## src/rtl/weight_loader_pkg.sv

```systemverilog
// Shared types and constants for the weight loading path.
// Buffer depth and kernel limits are common to the buffers and PE array.
package weight_loader_pkg;

  typedef enum logic [1:0] {
    WL_IDLE = 2'd0,
    WL_LOAD = 2'd1,
    WL_DONE = 2'd2
  } wl_state_e;

  localparam int WL_DATA_WIDTH = 16;
  localparam int WL_NUM_ROWS   = 4;
  localparam int WL_MAX_KERNEL = 16;
  localparam int WL_BUF_DEPTH  = WL_MAX_KERNEL;
  localparam int WL_CNT_W      = 8;

endpackage

```

## src/rtl/weight_loader_row_onehot_dec.sv

```systemverilog
// Binary row index to one-hot buffer write enable.
// All outputs are held low when the write strobe is idle.
module row_onehot_dec
  import weight_loader_pkg::*;
#(
  parameter int NUM_ROWS = WL_NUM_ROWS
) (
  input  logic [WL_CNT_W-1:0] row_cnt_i,
  input  logic                wr_en_i,
  output logic [NUM_ROWS-1:0] onehot_o
);

  always_comb begin
    onehot_o = '0;
    for (int i = 0; i < NUM_ROWS; i++) begin
      onehot_o[i] = wr_en_i &&
        (row_cnt_i == WL_CNT_W'(i));
    end
  end

endmodule

```

## src/rtl/weight_loader.sv

```systemverilog
// Streams kernel_size words into each of num_rows weight buffers,
// row by row, then pulses done for the PE controller.
module weight_loader
  import weight_loader_pkg::*;
#(
  parameter int DATA_WIDTH = WL_DATA_WIDTH,
  parameter int NUM_ROWS   = WL_NUM_ROWS,
  parameter int MAX_KERNEL = WL_MAX_KERNEL
) (
  input  logic                  clk,
  input  logic                  rst,
  input  logic                  start,
  input  logic                  abort,
  input  logic [7:0]            kernel_size,
  input  logic [7:0]            num_rows,
  input  logic                  s_valid,
  input  logic [DATA_WIDTH-1:0] s_data,
  output logic                  s_ready,
  output logic [NUM_ROWS-1:0]   row_flush,
  output logic [DATA_WIDTH-1:0] row_data,
  output logic                  busy,
  output logic                  done,
  output logic                  cfg_err
);

  localparam logic [8:0] MaxK = 9'(MAX_KERNEL);
  localparam logic [8:0] MaxR = 9'(NUM_ROWS);

  wl_state_e state_q, state_d;
  logic [WL_CNT_W-1:0] word_cnt_q, word_cnt_d;
  logic [WL_CNT_W-1:0] row_cnt_q, row_cnt_d;
  logic [WL_CNT_W-1:0] ks_q, ks_d;
  logic [WL_CNT_W-1:0] nr_q, nr_d;
  logic [DATA_WIDTH-1:0] data_q, data_d;
  logic [NUM_ROWS-1:0] flush_q, flush_d;
  logic done_q, done_d;
  logic err_q, err_d;
  logic beat, cfg_bad, last_word, last_row;

  assign cfg_bad = (kernel_size == 8'd0) ||
                   ({1'b0, kernel_size} > MaxK) ||
                   (num_rows == 8'd0) ||
                   ({1'b0, num_rows} > MaxR);

  // abort wins over a same-cycle beat
  assign s_ready   = (state_q == WL_LOAD) && !abort;
  assign beat      = s_valid && s_ready;
  assign last_word = (word_cnt_q == ks_q - 8'd1);
  assign last_row  = (row_cnt_q == nr_q - 8'd1);

  row_onehot_dec #(
    .NUM_ROWS (NUM_ROWS)
  ) u_dec (
    .row_cnt_i (row_cnt_q),
    .wr_en_i   (beat),
    .onehot_o  (flush_d)
  );

  always_comb begin
    state_d    = state_q;
    word_cnt_d = word_cnt_q;
    row_cnt_d  = row_cnt_q;
    ks_d       = ks_q;
    nr_d       = nr_q;
    data_d     = data_q;
    done_d     = (state_q == WL_DONE);
    err_d      = 1'b0;
    unique case (state_q)
      WL_IDLE: begin
        if (start) begin
          if (cfg_bad) begin
            err_d = 1'b1;
          end else begin
            ks_d       = kernel_size;
            nr_d       = num_rows;
            word_cnt_d = '0;
            row_cnt_d  = '0;
            state_d    = WL_LOAD;
          end
        end
      end
      WL_LOAD: begin
        if (abort) begin
          state_d = WL_IDLE;
        end else if (beat) begin
          data_d = s_data;
          if (last_word) begin
            word_cnt_d = '0;
            row_cnt_d  = row_cnt_q + 8'd1;
            if (last_row) state_d = WL_DONE;
          end else begin
            word_cnt_d = word_cnt_q + 8'd1;
          end
        end
      end
      WL_DONE: state_d = WL_IDLE;
      default: state_d = WL_IDLE;
    endcase
  end

  always_ff @(posedge clk) begin
    if (rst) begin
      state_q    <= WL_IDLE;
      word_cnt_q <= '0;
      row_cnt_q  <= '0;
      ks_q       <= '0;
      nr_q       <= '0;
      data_q     <= '0;
      flush_q    <= '0;
      done_q     <= 1'b0;
      err_q      <= 1'b0;
    end else begin
      state_q    <= state_d;
      word_cnt_q <= word_cnt_d;
      row_cnt_q  <= row_cnt_d;
      ks_q       <= ks_d;
      nr_q       <= nr_d;
      data_q     <= data_d;
      flush_q    <= flush_d;
      done_q     <= done_d;
      err_q      <= err_d;
    end
  end

  assign row_flush = flush_q;
  assign row_data  = data_q;
  assign busy      = (state_q == WL_LOAD);
  assign done      = done_q;
  assign cfg_err   = err_q;

endmodule

```

## config.mk

```make
export PLATFORM = sky130hd
export DESIGN_NAME = weight_loader
export DESIGN_NICKNAME = d
export VERILOG_FILES = /design/src/rtl/weight_loader_pkg.sv /design/src/rtl/weight_loader_row_onehot_dec.sv /design/src/rtl/weight_loader.sv
export SDC_FILE = /design/constraint.sdc
export NUM_CORES = 1
export LEC_CHECK = 0
export CAP_MARGIN = 20
export CORE_MARGIN = 10
export CORE_UTILIZATION = 54
export CTS_BUF_LIST = sky130_fd_sc_hd__clkbuf_16
export CTS_CLUSTER_SIZE = 30
export DETAILED_ROUTE_END_ITERATION = 6
export PLACE_DENSITY = 0.86
export SETUP_SLACK_MARGIN = 0.15
export SKIP_CTS_REPAIR_TIMING = 1
export SYNTH_ARGS = -nofsm -noshare
export SYNTH_HDL_FRONTEND = slang
export SYNTH_SLANG_ARGS = --single-unit
```

## constraint.sdc

```tcl
create_clock -name clk -period 6.1 [get_ports clk]
set_input_delay 1.22 -clock clk [delete_from_list [all_inputs] [get_ports clk]]
set_output_delay 1.22 -clock clk [all_outputs]
set_load 0.01 [all_outputs]
```

==> impl_metrics.ini <==
[floorplan]
die_width_um = 91.3
initial_core_util_pct = 57.0
pin_count = 61
floorplan.rows = 25
coreArea_um2 = 4820
dieArea_um2 = 8340
fp.dieH_um = 91.3

[yosys]
synth_area_leaders = dfxtp_1 41%, nand2_1 6.2%, mux2i_1 5.5%
yosysWarnings = 0
syn_area_um2 = 2750
synth_top_cell_area_share_pct = 40.8
synth-edff-count = 0
syn_nets = 362
synth_cell_types = 43
syn_inst = 318
ys_seq_elements = 56
syn_avg_cell_area_um2 = 8.64
synth-async-reset-ratio_pct = 0
ys.flop_type = dfxtp_1
yosysTopAreaCell = dfxtp_1
ys_seq_area_share_pct = 40.8

[timing]
hold_violations = 0
grt_setup_unrepaired = false
clock_skew_ps = 4.73
max_slew_margin_pct = 36.2
finalSetupViolCount = 0
timing.setup.tns_ps = 0
post-route-min-period_ps = 3680
drv_slew = 0
worst_slew_pin_slew_ps = 958
max_freq_mhz = 272
timing.final.crit_share_pct = 60.3

[layout]
insertedDiodeCount = 0
fin_util_pct = 73.6
finalNonFillerCells = 440
nets = 416
layout-drive-gt1-share_pct = 5.09
final_common_cell = clkdlybuf4s50_1
mostFrequentLayoutCells = 60 x clkdlybuf4s50_1, 56 x dfxtp_1, 45 x nand2_1
area_growth_pct = 29.0

[clock_tree]
cts_buffer_depth = 2
cts-root-buf = clkbuf_16
htreeDepth = 2
numCtsBuffers = 5
clk_latency_ps = 290
clock_sinks = 56
cts.clk_slew.worst_paths_ps = 70
cts_tree = yes

[power_and_ir_drop]
ir_worst_vdd_v = 0.000216
p_int_w = 0.000543
p_sw_w = 0.000149
combPwrFrac_pct = 5.4
clkPwrFrac_pct = 41.7
leakage_nw = 1.24
power_density_nw_per_um2 = 195
power_w = 0.000691
seq_power_share_pct = 52.9
swShare_pct = 21.5

[place]
hpwl_um = 5130
port_buffers = 60
routabilityCongestion = 0.862
place_inst = 432

[setup_path]
worst_setup_path_start_kind = input pin
critPathArrivalTime_ps = 2460
slowest_delay_ps = 590
path_max_fanout = 4
slowest_stage = clkdlybuf4s50_1
critical_path.most_common_cell = clkdlybuf4s50_1
endpoint_kind = output port
critPathRequiredTime_ps = 4880
path_cells = clkdlybuf4s50_1 > nor2_1 > clkdlybuf4s50_1
path_class = input pin to output port

[status]
run_status = completed

[hold_path]
holdCritPathClass = flop to flop

[grt]
grt_usage_pct = 16.4
grt_pass1_vias = 2392
grt_overflow = 0
grt_pass1_wl_um = 11500
antenna_found_initial = 0
grt_max_degree = 47

[route]
final_antenna_net_count = 0
vias = 2414
drc = 0
vias_per_cell = 5.49
drtPass1Iterations = 4
dr.first_iter.drc_count = 149
post_drt_wl_per_cell_um = 15.7
wl_um = 6910

[flow_run]
maxCapViolations = 0
critical path: cells and delay by family:
| kind | cells | cell delay (ps) |
|---|---|---|
| buffers and inverters | 2 | 1020 |
| and+or+nand+nor | 1 | 220 |
final timing paths:
kind                   start    endpoint  slack [ps]  cells after the start
hold / removal    state_q[0]        done         450                      1
setup reg to reg     ks_q[0]  state_q[1]        3300                      8
setup / recovery       abort     s_ready        2420                      3
hold reg to reg   state_q[0]        done         450                      1
power by group through the flow:
stage                     clock network [W]  registers, W   logic (W)
final                              0.000288      0.000366   0.0000376
after global routing               0.000309      0.000366   0.0000405
after CTS                          0.000291      0.000366   0.0000378
after detailed placement                  0      0.000374   0.0000376
after global placement                    0      0.000374   0.0000372
after floorplan                           0      0.000375  0.00000949
cell families (layout without fill, tap and decap cells):
group                    Yosys count  in the layout  share of synthesized area (%)
XOR/XNOR                          30             30                           9.84
AO/OA/AOI/OAI                     47             47                           11.3
multiplexers                      15             15                           5.47
AND/OR/NAND/NOR                  139            139                           26.0
adder cells (fa/ha/maj)            7              7                           3.19
flip-flops                        56             56                           40.8
buffers and inverters             24             79                           3.33
cell type report:
class	count	area [µm²]
multi-input cells	238	1540
well taps	67	83.8
fillers	384	1270
clock inverters	3	21.3
repair buffers	62	616
clock buffers	5	125
inverters	9	33.8
flip-flops and latches	56	1120
Yosys cell counts, drive strengths merged, types with 2 or more instances:
master   number
nand2        45
or4           4
nor2         21
nor4          8
xnor2        15
nand3         6
a21oi        21
nand2b        3
mux2i        15
a211oi        5
o2111ai       4
or3           5
and3          4
nand4         3
inv           9
dfxtp        56
and2         16
o32ai         2
o31ai         2
o21ai         3
o21a          3
or2           2
nor3         19
buf           2
clkbuf       13
xor2         15
ha            7
stage by stage:
stage / setup slack, ps / instance area (µm²) / hold WS [ps]
5_1_grt: 2340 / 3540 / 469
2_1_floorplan: 3190 / 2750 / 423
3_5_place_dp: 2330 / 3400 / 440
6_report: 2420 / 3540 / 449
4_1_cts: 2400 / 3540 / 451
3_3_place_gp: 2390 / 3400 / 427
flip-flops by register name, summed over array words and instances, names as in the netlist:
name and flops:
row_data 16, ks_q 8, nr_q 8, row_cnt_q 8, word_cnt_q 8, row_flush 4, state_q 2, cfg_err 1
done 1
routing by layer:
layer  vias up  part of all wire [%]  track usage, %
li1       1211                     -               -
met1      1139                    42            19.1
met2        57                    52            29.0
met3         7                   4.6            3.79
met4         0                   1.3            4.96
met5         -                     0               0
Power figures use the tool's default switching activity.
